File: src/rtl/rename_ckpt.sv
// rename_ckpt: register rename stage with a circular physical free list, ROB tagging
// and NUM_CKPT branch checkpoints for single-cycle mispredict recovery.
// Optional feature macro: RENAME_PERF_EN adds three 32-bit saturating perf counters.
module rename_ckpt #(
    parameter int ARCH_REGS = 32,
    parameter int PHYS_REGS = 128,
    parameter int ROB_DEPTH = 16,
    parameter int NUM_CKPT  = 4,
    localparam int AW = $clog2(ARCH_REGS),
    localparam int PW = $clog2(PHYS_REGS),
    localparam int TW = $clog2(ROB_DEPTH),
    localparam int CW = $clog2(NUM_CKPT)
) (
    input  logic          clk,
    input  logic          reset,
    input  logic          valid_in,
    output logic          ready_in,
    input  logic [AW-1:0] in_rs1,
    input  logic [AW-1:0] in_rs2,
    input  logic [AW-1:0] in_rd,
    input  logic          in_writes_rd,
    input  logic          in_is_branch,
    output logic          valid_out,
    input  logic          ready_out,
    output logic [PW-1:0] out_ps1,
    output logic [PW-1:0] out_ps2,
    output logic [PW-1:0] out_pd_old,
    output logic [PW-1:0] out_pd_new,
    output logic [TW-1:0] out_rob_tag,
    output logic [CW-1:0] out_ckpt_id,
    output logic          out_is_branch,
    input  logic          commit_valid,
    input  logic [PW-1:0] commit_pd_old,
    input  logic          resolve_valid,
    input  logic [CW-1:0] resolve_ckpt,
    input  logic          resolve_mispredict
`ifdef RENAME_PERF_EN
    ,
    output logic [31:0]   perf_stall_free,
    output logic [31:0]   perf_stall_ckpt,
    output logic [31:0]   perf_flush
`endif
);
    localparam int FL  = PHYS_REGS - ARCH_REGS;
    localparam int FIW = $clog2(FL);
    localparam int FCW = $clog2(FL + 1);
    localparam logic [CW:0] CK_FULL = (CW + 1)'(NUM_CKPT);

    // Free-list pointer: slot index plus a wrap bit that toggles each lap,
    // so full and empty are distinguishable with a non-power-of-two list size.
    typedef struct packed {
        logic           wrap;
        logic [FIW-1:0] idx;
    } fptr_t;

    function automatic fptr_t fptr_inc(input fptr_t p);
        fptr_t r;
        if (p.idx == FIW'(FL - 1)) begin
            r.idx  = '0;
            r.wrap = ~p.wrap;
        end else begin
            r.idx  = p.idx + FIW'(1);
            r.wrap = p.wrap;
        end
        return r;
    endfunction

    // Register 0 has no map entry; it always reads as physical 0.
    logic [PW-1:0] map_q [1:ARCH_REGS-1];
    logic [PW-1:0] map_d [1:ARCH_REGS-1];
    logic [PW-1:0] fl_q [FL];
    logic [PW-1:0] fl_d [FL];
    fptr_t         fl_head_q, fl_head_d, fl_tail_q, fl_tail_d;

    logic [PW-1:0] ck_map_q [NUM_CKPT][1:ARCH_REGS-1];
    logic [PW-1:0] ck_map_d [NUM_CKPT][1:ARCH_REGS-1];
    fptr_t         ck_head_q [NUM_CKPT];
    fptr_t         ck_head_d [NUM_CKPT];
    logic [TW-1:0] ck_rob_q [NUM_CKPT];
    logic [TW-1:0] ck_rob_d [NUM_CKPT];
    logic [CW-1:0] ck_hd_q, ck_hd_d, ck_tl_q, ck_tl_d;
    logic [CW:0]   ck_cnt_q, ck_cnt_d;

    logic [TW-1:0] rob_q, rob_d;

    logic          vo_q, vo_d;
    logic [PW-1:0] ps1_q, ps1_d, ps2_q, ps2_d, pdo_q, pdo_d, pdn_q, pdn_d;
    logic [TW-1:0] tag_q, tag_d;
    logic [CW-1:0] ckid_q, ckid_d;
    logic          isbr_q, isbr_d;

    logic [FCW-1:0] free_cnt;
    logic           alloc, mispredict, fire;
    logic [PW-1:0]  pd_new;
    logic [TW-1:0]  rob_next;

    // Occupancy of the free list from the wrap-extended pointers.
    always_comb begin
        if (fl_tail_q.wrap == fl_head_q.wrap)
            free_cnt = FCW'(fl_tail_q.idx) - FCW'(fl_head_q.idx);
        else
            free_cnt = FCW'(FL) - FCW'(fl_head_q.idx) + FCW'(fl_tail_q.idx);
    end

    // Accept handshake; a mispredict cycle blocks intake so recovery wins.
    always_comb begin
        alloc      = in_writes_rd && (in_rd != '0);
        mispredict = resolve_valid && resolve_mispredict;
        ready_in   = !reset && (!vo_q || ready_out) && (!alloc || free_cnt != '0) &&
                     (!in_is_branch || ck_cnt_q != CK_FULL) && !mispredict;
        fire       = valid_in && ready_in;
        rob_next   = (rob_q == TW'(ROB_DEPTH - 1)) ? '0 : rob_q + TW'(1);
        pd_new     = alloc ? fl_q[fl_head_q.idx] : '0;
    end

    // Next-state for map, free list, checkpoints, rob counter and output register.
    always_comb begin
        map_d     = map_q;
        fl_d      = fl_q;
        fl_head_d = fl_head_q;
        fl_tail_d = fl_tail_q;
        ck_map_d  = ck_map_q;
        ck_head_d = ck_head_q;
        ck_rob_d  = ck_rob_q;
        ck_hd_d   = ck_hd_q;
        ck_tl_d   = ck_tl_q;
        ck_cnt_d  = ck_cnt_q;
        rob_d     = rob_q;
        vo_d      = vo_q;
        ps1_d     = ps1_q;
        ps2_d     = ps2_q;
        pdo_d     = pdo_q;
        pdn_d     = pdn_q;
        tag_d     = tag_q;
        ckid_d    = ckid_q;
        isbr_d    = isbr_q;

        if (commit_valid && commit_pd_old != '0) begin
            fl_d[fl_tail_q.idx] = commit_pd_old;
            fl_tail_d           = fptr_inc(fl_tail_q);
        end

        if (fire) begin
            vo_d   = 1'b1;
            ps1_d  = (in_rs1 == '0) ? '0 : map_q[in_rs1];
            ps2_d  = (in_rs2 == '0) ? '0 : map_q[in_rs2];
            pdo_d  = (in_rd == '0) ? '0 : map_q[in_rd];
            pdn_d  = pd_new;
            tag_d  = rob_q;
            isbr_d = in_is_branch;
            ckid_d = in_is_branch ? ck_tl_q : '0;
            rob_d  = rob_next;
            if (alloc) begin
                map_d[in_rd] = pd_new;
                fl_head_d    = fptr_inc(fl_head_q);
            end
            // Snapshot reflects this branch's own effects, so recovery resumes right after it.
            if (in_is_branch) begin
                for (int r = 1; r < ARCH_REGS; r++) ck_map_d[ck_tl_q][r] = map_d[r];
                ck_head_d[ck_tl_q] = fl_head_d;
                ck_rob_d[ck_tl_q]  = rob_next;
                ck_tl_d            = ck_tl_q + CW'(1);
                ck_cnt_d           = ck_cnt_q + (CW + 1)'(1);
            end
        end else if (ready_out) begin
            vo_d = 1'b0;
        end

        if (resolve_valid && !resolve_mispredict && ck_cnt_q != '0) begin
            ck_hd_d  = ck_hd_q + CW'(1);
            ck_cnt_d = ck_cnt_d - (CW + 1)'(1);
        end

        if (mispredict) begin
            for (int r = 1; r < ARCH_REGS; r++) map_d[r] = ck_map_q[resolve_ckpt][r];
            fl_head_d = ck_head_q[resolve_ckpt];
            rob_d     = ck_rob_q[resolve_ckpt];
            ck_tl_d   = resolve_ckpt;
            ck_cnt_d  = {1'b0, CW'(resolve_ckpt - ck_hd_q)};
            vo_d      = 1'b0;
        end
    end

    // State registers; reset rebuilds the identity map and a full free list.
    always_ff @(posedge clk or posedge reset) begin
        if (reset) begin
            for (int r = 1; r < ARCH_REGS; r++) map_q[r] <= PW'(r);
            for (int i = 0; i < FL; i++) fl_q[i] <= PW'(ARCH_REGS + i);
            for (int c = 0; c < NUM_CKPT; c++) begin
                for (int r = 1; r < ARCH_REGS; r++) ck_map_q[c][r] <= '0;
                ck_head_q[c] <= '0;
                ck_rob_q[c]  <= '0;
            end
            fl_head_q <= '0;
            fl_tail_q <= '{wrap: 1'b1, idx: '0};
            ck_hd_q   <= '0;
            ck_tl_q   <= '0;
            ck_cnt_q  <= '0;
            rob_q     <= '0;
            vo_q      <= 1'b0;
            ps1_q     <= '0;
            ps2_q     <= '0;
            pdo_q     <= '0;
            pdn_q     <= '0;
            tag_q     <= '0;
            ckid_q    <= '0;
            isbr_q    <= 1'b0;
        end else begin
            map_q     <= map_d;
            fl_q      <= fl_d;
            ck_map_q  <= ck_map_d;
            ck_head_q <= ck_head_d;
            ck_rob_q  <= ck_rob_d;
            fl_head_q <= fl_head_d;
            fl_tail_q <= fl_tail_d;
            ck_hd_q   <= ck_hd_d;
            ck_tl_q   <= ck_tl_d;
            ck_cnt_q  <= ck_cnt_d;
            rob_q     <= rob_d;
            vo_q      <= vo_d;
            ps1_q     <= ps1_d;
            ps2_q     <= ps2_d;
            pdo_q     <= pdo_d;
            pdn_q     <= pdn_d;
            tag_q     <= tag_d;
            ckid_q    <= ckid_d;
            isbr_q    <= isbr_d;
        end
    end

    assign valid_out     = vo_q;
    assign out_ps1       = ps1_q;
    assign out_ps2       = ps2_q;
    assign out_pd_old    = pdo_q;
    assign out_pd_new    = pdn_q;
    assign out_rob_tag   = tag_q;
    assign out_ckpt_id   = ckid_q;
    assign out_is_branch = isbr_q;

`ifdef RENAME_PERF_EN
    logic [31:0] pf_free_q, pf_free_d, pf_ckpt_q, pf_ckpt_d, pf_flush_q, pf_flush_d;

    // Saturating event counters for resource stalls and flushes.
    always_comb begin
        pf_free_d  = pf_free_q;
        pf_ckpt_d  = pf_ckpt_q;
        pf_flush_d = pf_flush_q;
        if (valid_in && alloc && free_cnt == '0 && pf_free_q != '1)
            pf_free_d = pf_free_q + 32'd1;
        if (valid_in && in_is_branch && ck_cnt_q == CK_FULL && pf_ckpt_q != '1)
            pf_ckpt_d = pf_ckpt_q + 32'd1;
        if (mispredict && pf_flush_q != '1)
            pf_flush_d = pf_flush_q + 32'd1;
    end

    // Perf counter registers.
    always_ff @(posedge clk or posedge reset) begin
        if (reset) begin
            pf_free_q  <= '0;
            pf_ckpt_q  <= '0;
            pf_flush_q <= '0;
        end else begin
            pf_free_q  <= pf_free_d;
            pf_ckpt_q  <= pf_ckpt_d;
            pf_flush_q <= pf_flush_d;
        end
    end

    assign perf_stall_free = pf_free_q;
    assign perf_stall_ckpt = pf_ckpt_q;
    assign perf_flush      = pf_flush_q;
`endif

endmodule

File: config.mk
export PLATFORM = sky130hd
export DESIGN_NAME = rename_ckpt
export DESIGN_NICKNAME = d
export VERILOG_FILES = /design/src/rtl/rename_ckpt.sv
export SDC_FILE = /design/constraint.sdc
export NUM_CORES = 2
export LEC_CHECK = 0
export CAP_MARGIN = 30
export CORE_ASPECT_RATIO = 0.75
export CORE_MARGIN = 2
export CORE_UTILIZATION = 29
export CTS_BUF_LIST = sky130_fd_sc_hd__clkbuf_4 sky130_fd_sc_hd__clkbuf_8
export DETAILED_ROUTE_END_ITERATION = 8
export GPL_TIMING_DRIVEN = 0
export PLACE_DENSITY = 0.43
export SYNTH_ARGS = -nofsm -noshare
export SYNTH_HDL_FRONTEND = slang
export SYNTH_SLANG_ARGS = --single-unit
File: constraint.sdc
create_clock -name clk -period 202.7 [get_ports clk]
set_clock_uncertainty 0.05 [all_clocks]
set_input_delay 40.54 -clock clk [delete_from_list [all_inputs] [get_ports clk]]
set_output_delay 40.54 -clock clk [all_outputs]
set_load 0.005 [all_outputs]
==> Word level (Yosys, flattened, before mapping) <==
Index checks and enable logic that the tools add are counted.
{ "totals": {"output_inout_bits": 37, "inputBits": 33, "ff_bits": 1868, "word_cells": 504} }
{ "op_classes": {"n_bitwise": 9, "n_eq_ne": 5, "addsub": 11, "n_reduce_logical": 35, "n_lt_le_gt_ge": 10, "muxes": 155} }
{ "ops": {"columns": ["cell", "n"], "rows": [
  ["868-bit bitwise mux", 31],
  ["217-bit demux with 2-bit select", 31],
  ["217-bit two-way mux", 7],
  ["672-bit bitwise mux", 1],
  ["217-bit binary-select mux with 2-bit select", 1],
  ["217-bit bitwise mux", 1],
  ["210-bit two-way mux", 1],
  ["203-bit two-way mux", 1],
  ["196-bit two-way mux", 1],
  ["189-bit two-way mux", 1],
  ["182-bit two-way mux", 1],
  ["175-bit two-way mux", 1],
  ["168-bit two-way mux", 1],
  ["161-bit two-way mux", 1],
  ["154-bit two-way mux", 1],
  ["147-bit two-way mux", 1],
  ["140-bit two-way mux", 1],
  ["133-bit two-way mux", 1],
  ["126-bit two-way mux", 1],
  ["119-bit two-way mux", 1],
  ["7-bit two-way mux", 17],
  ["112-bit two-way mux", 1],
  ["7-bit binary-select mux with 5-bit select", 3],
  ["105-bit two-way mux", 1],
  ["other kinds (59)", 117]
]} }

==> Longest topological paths before layout <==
{ "logic_depth": {"word_depth": 41, "mapped_depth": 19, "depth_no_buf": 16} }

==> Worst setup path before layout <==
Ideal clock, no wire load.
{ "synth_path": {"path_kind": "input to output", "startpoint": "input in_rd[3]", "endpoint": "output ready_in", "n_path_buf": 1, "required_time_ps": 162110, "path_stages": 6, "t_arrival_ps": 41857, "setup_slack_ps": 120253, "path_cell_list": "buf_2 > or3_1 > o2111ai_1 > or4_1 > o31ai_1 > nor3_1"} }
{ "synth_between": {"elab_chain_len": 7} }
{ "synth_rtl": {"columns": ["element", "line", "text"], "rows": [
  ["start, declared", "20", "input logic [AW-1:0] in_rd,"],
  ["5-bit nonzero test", "107", "alloc = in_writes_rd && (in_rd != '0);"],
  ["1-bit logical AND", "107", null],
  ["1-bit logical NOT", "109", "ready_in = !reset && (!vo_q || ready_out) && (!alloc || free_cnt != '0) &&"],
  ["1-bit logical OR", "109", null],
  ["1-bit logical AND (2 in series)", "109", null],
  ["1-bit logical AND", "110", "(!in_is_branch || ck_cnt_q != CK_FULL) && !mispredict;"],
  ["end, declared", "17", "output logic ready_in,"]
]} }
No other way between the ends.

==> Final worst setup path <==
{ "layout_path": {"startpoint": "input in_rd[4]", "endpoint": "output ready_in"} }
Same word-level chain as after synthesis.

==> out/metrics.sh <==
RUN_STATUS='finished, final reports clean'
YOSYS-TOP-CELLS-COUNT='1419 x sky130_fd_sc_hd__dfrtp_1, 1055 x sky130_fd_sc_hd__mux2_2, 773 x sky130_fd_sc_hd__nand2_1'
DRT-VIAS-PER-INSTANCE=5.753
MIN_FROM='ck_map_q[343]$_DFFE_PP0P_'
MIN_DELAY_WORST_ENDPOINT='ck_map_q[343]$_DFFE_PP0P_'
INITIAL_CORE_UTIL_PCT=29.07
RR_STARTPOINT='fl_head_q[1]$_DFFE_PP0P_'
TIMING.FINAL.MAX_SLEW_VIOLATIONS=0
DIE-HEIGHT_UM=491.6
GRT_SETUP_UNREPAIRED='false'
ROUTE.DETAILED.WL_PER_INST_UM=35.62
SYNTH_CELL_TYPES=75
CLOCK_PATH_BUFFERS=4
CORE_REGION_AREA_UM2=316200
IR_DROP_mV=0.01278
TIMING.FINAL.CRIT_PERIOD_NS=84.64
IOPINCOUNT=70
DR.FIRST_ITER.DRC_COUNT=8090
PLACEMENT_ROWS=179
YS_SEQ_AREA_SHARE_PCT=51.46
IO_BUFFERS=59
WORST_SETUP_SLACK_FOR_REGISTER_TO_REGISTER_PATHS_NS=194.39
HOLD_BUFFERS=0
SYNTH.YOSYS.WARNINGS=0
NET-SWITCHING-POWER_uW=520.8
POWERDENSITY_nW_PER_UM2=12.01
DRIVE_GT1_SHARE_PCT=38.72
NETLIST_AREA_PRE_PLACE_UM2=91930
POSTSYNTHCELLCOUNT=6999
VIAS=69835
SYNTH_AREA_LEADER_CELL='sky130_fd_sc_hd__dfrtp_1'
HTREE_NUM_LEVELS=5
POST_CTS_RESIZED=0
HOLD-WORST-SLACK_NS=0.4198
CLOCK_INSERTION_DELAY_AT_THE_LATER_PIN_OF_THE_SKEW_REPORT_NS=1.04
FINAL_UTIL_PCT=34.20
AREA_GROWTH_PCT=17.63
WORST_R2R_PATH_DEPTH=16
KIND_OF_PATH_BEHIND_THE_TIGHTEST_HOLD_CHECK='flop to flop'
P_INT_uW=778.3
NUMBER_OF_ENABLE_FLIP_FLOP_CELLS_AFTER_SYNTHESIS=0
GRT_FIRST_PASS_WIRELENGTH_MM=591.6
TRITONCTS_NUM_SINKS=1868
DR.PASS1.ITERS=8
CRIT_PATH_START_KIND='input pin'
SYNTH_FLOP_CELL='sky130_fd_sc_hd__dfrtp_1'
DP.FINAL_HPWL_MM=324.5
TOTAL_OF_FLIP_FLOPS_PLUS_LATCHES_AFTER_SYNTHESIS=1868
CP-STARTPOINT='in_rd[4]'
DRT_WL_TOTAL_MM=432.3
TIMING_WORST_SETUP_PATH_TYPE='input pin to output pin'
GR-USAGE-ALL-LAYERS_PCT=26.44
FINAL.PERIOD_UTILIZATION_PCT=41.76
MAXCAPVIOLATIONS=0
TRITONCTS='done'
GRT_START_MAX_NET_PINS=128
SYNTH_AREA_PER_CELL_UM2=13.14
GPL.FINAL_WEIGHTED_CONGESTION=1.007
PATH_CLK_SLEW_NS=0.05
GR-TOTAL-OVERFLOW=0
HOLD_DEPTH=2
POWER.SWITCHING_FRACTION_PCT=40.09
ANT_NETS=0
FP.DIEW_UM=654.1
TIMING.CRITICAL_PATH.ARRIVAL_NS=44.05
TIMING.FINAL.HOLD_VIOLATIONS=0
CAPTURE_POINT_OF_THE_WORST_REG_TO_REG_PATH='ck_map_q[313]$_DFFE_PP0P_'
POWER.SEQUENTIAL.FRACTION_PCT=35.9
FINAL-SETUP-VIOL-COUNT=0
SYNTH_ASYNC_SR_FLOP_SHARE_PCT=100.0
DESIGN.DIE.AREA_UM2=321600
MAX_SLEW.WORST_PIN.SLEW_NS=1.314
CTS-ROOT-BUF='sky130_fd_sc_hd__clkbuf_8'
NETLIST.AREA_LEADER.SHARE_PCT=38.62
NUMBER_OF_GLOBAL_ROUTE_VIAS_BEFORE_REPAIR=68879
END_KIND='output pin'
CP_DATA_REQUIRED_TIME_NS=162.11
GRT_ANTENNA_BEFORE_REPAIR=68
FINALPOWER_uW=1299
SYNTH.AREA.TOP_CELLS='sky130_fd_sc_hd__dfrtp_1 39%, sky130_fd_sc_hd__mux4_2 14%, sky130_fd_sc_hd__mux2_2 13%, sky130_fd_sc_hd__dfstp_2 13%, sky130_fd_sc_hd__nand2_1 3.2%'
NET_COUNT_FINAL=7640
POWER.COMBINATIONAL.FRACTION_PCT=33.3
MAX-SLEW-MARGIN-REL_PCT=12.40
CRITICAL_PATH.MAX_FANOUT=6
CELLLEAKAGEPOWER_uW=0.04536
NUMCTSBUFFERS=338
CTS.REPAIR_TIMING.SETUP_BUFFER_COUNT=0
SETUP_TOTAL_NEGATIVE_SLACK_NS=0
YOSYSMOSTFREQUENTCELL='sky130_fd_sc_hd__dfrtp_1'
CLOCK.FMAX_GHz=0.01182
SYN-NUM-NETS=7060
ROUTE.DETAILED.DRC=0
CLOCKPOWERSHARE_PCT=30.8
## per-layer routing
| layer | up-vias | part of all wire, % | global-route usage (%) |
|---|---|---|---|
| li1 | 27595 | - | - |
| met4 | 28 | 3.1 | 8.006 |
| met2 | 3555 | 38 | 33.78 |
| met5 | - | 0.085 | 0.5376 |
| met1 | 37992 | 48 | 41.36 |
| met3 | 665 | 11 | 8.294 |
## area by class of cell
type,count,area (um^2)
fillers,31199,208100
flip-flops and latches,1868,47310
multi-input cells,4530,42170
clock buffers,571,7014
well taps,4253,5321
repair buffers,240,3349
plain buffers,574,2415
clock inverters,44,379.1
inverters,27,108.9
diodes,31,77.57
## stage by stage
step           instance area [um^2]  cells  setup slack, ns
2_1_floorplan                 91930   6999           110.11
3_3_place_gp                  97850  11311            86.46
3_5_place_dp                 100500  11478           117.97
4_1_cts                      107900  12093           117.96
5_1_grt                      108100  12112           118.05
6_report                     108100  12138           118.06
## power groups by stage
stage | registers, uW | logic [uW] | clock network (uW)
after CTS | 466 | 418 | 407
final | 467 | 433 | 400
after floorplan | 459 | 197 | 0
after detailed placement | 472 | 417 | 0
after global routing | 472 | 439 | 423
after global placement | 473 | 403 | 0
## cell usage in the layout (no fill, tap or decap), types with 31 or more instances in the layout
cell                              netlist  routed
sky130_fd_sc_hd__a22o_1               226     226
sky130_fd_sc_hd__mux4_2               574     574
sky130_fd_sc_hd__a21oi_1               63      63
sky130_fd_sc_hd__dfstp_2              449     449
sky130_fd_sc_hd__a221o_1              224     224
sky130_fd_sc_hd__a22oi_1               38      38
sky130_fd_sc_hd__diode_2                0      31
sky130_fd_sc_hd__clkbuf_4               0     135
sky130_fd_sc_hd__and2_1               229     229
sky130_fd_sc_hd__mux2_2              1055    1055
sky130_fd_sc_hd__nor2_1               554     552
sky130_fd_sc_hd__clkdlybuf4s50_1        0      59
sky130_fd_sc_hd__clkbuf_8               0     436
sky130_fd_sc_hd__o21ai_0              109     109
sky130_fd_sc_hd__o21ai_1               32      32
sky130_fd_sc_hd__buf_1                 79      77
sky130_fd_sc_hd__o221ai_1             127     127
sky130_fd_sc_hd__mux2i_1               62      62
sky130_fd_sc_hd__buf_4                 11      33
sky130_fd_sc_hd__nand2_1              773     773
sky130_fd_sc_hd__clkbuf_1             363     351
sky130_fd_sc_hd__buf_2                113     118
sky130_fd_sc_hd__o31ai_1              221     221
sky130_fd_sc_hd__buf_8                  0     117
sky130_fd_sc_hd__dfrtp_1             1419    1419
## worst max-delay path by stage
stage / to / cells past startpoint
5_1_grt: ready_in / 7
3_3_place_gp: out_pd_old[2]$_DFFE_PP0N_ / 2
6_report: ready_in / 7
4_1_cts: ready_in / 7
3_5_place_dp: ready_in / 7
2_1_floorplan: ck_cnt_q[0]$_DFF_PP0_ / 1
## worst max-delay path: stages
cell                              delay, ns
sky130_fd_sc_hd__clkdlybuf4s50_1       0.73
sky130_fd_sc_hd__or3_1                 0.68
sky130_fd_sc_hd__o2111ai_1             0.35
sky130_fd_sc_hd__a211oi_1              0.11
sky130_fd_sc_hd__and4b_1               0.25
sky130_fd_sc_hd__nor3_1                0.72
sky130_fd_sc_hd__clkdlybuf4s50_1       0.65
## state kept, by name (all words and copies together), names as in the netlist, 7 cells and up
signal and count:
fl_q 672, map_q 217, out_ps2 7, ck_rob_q 16
out_pd_old 7, out_pd_new 7, fl_tail_q 8, out_ps1 7
fl_head_q 8, ck_head_q 32, ck_map_q 868
## logic make-up after synthesis
logic type | Yosys count | share of synthesized area, %
buffers and inverters | 601 | 2.718
adder cells (fa/ha/maj) | 28 | 0.4301
XOR/XNOR | 23 | 0.2341
AND/OR/NAND/NOR | 1670 | 7.741
multiplexers | 1692 | 27.67
AO/OA/AOI/OAI | 1117 | 9.749
flip-flops | 1868 | 51.46
No activity file was read; power rests on OpenSTA's default activity.
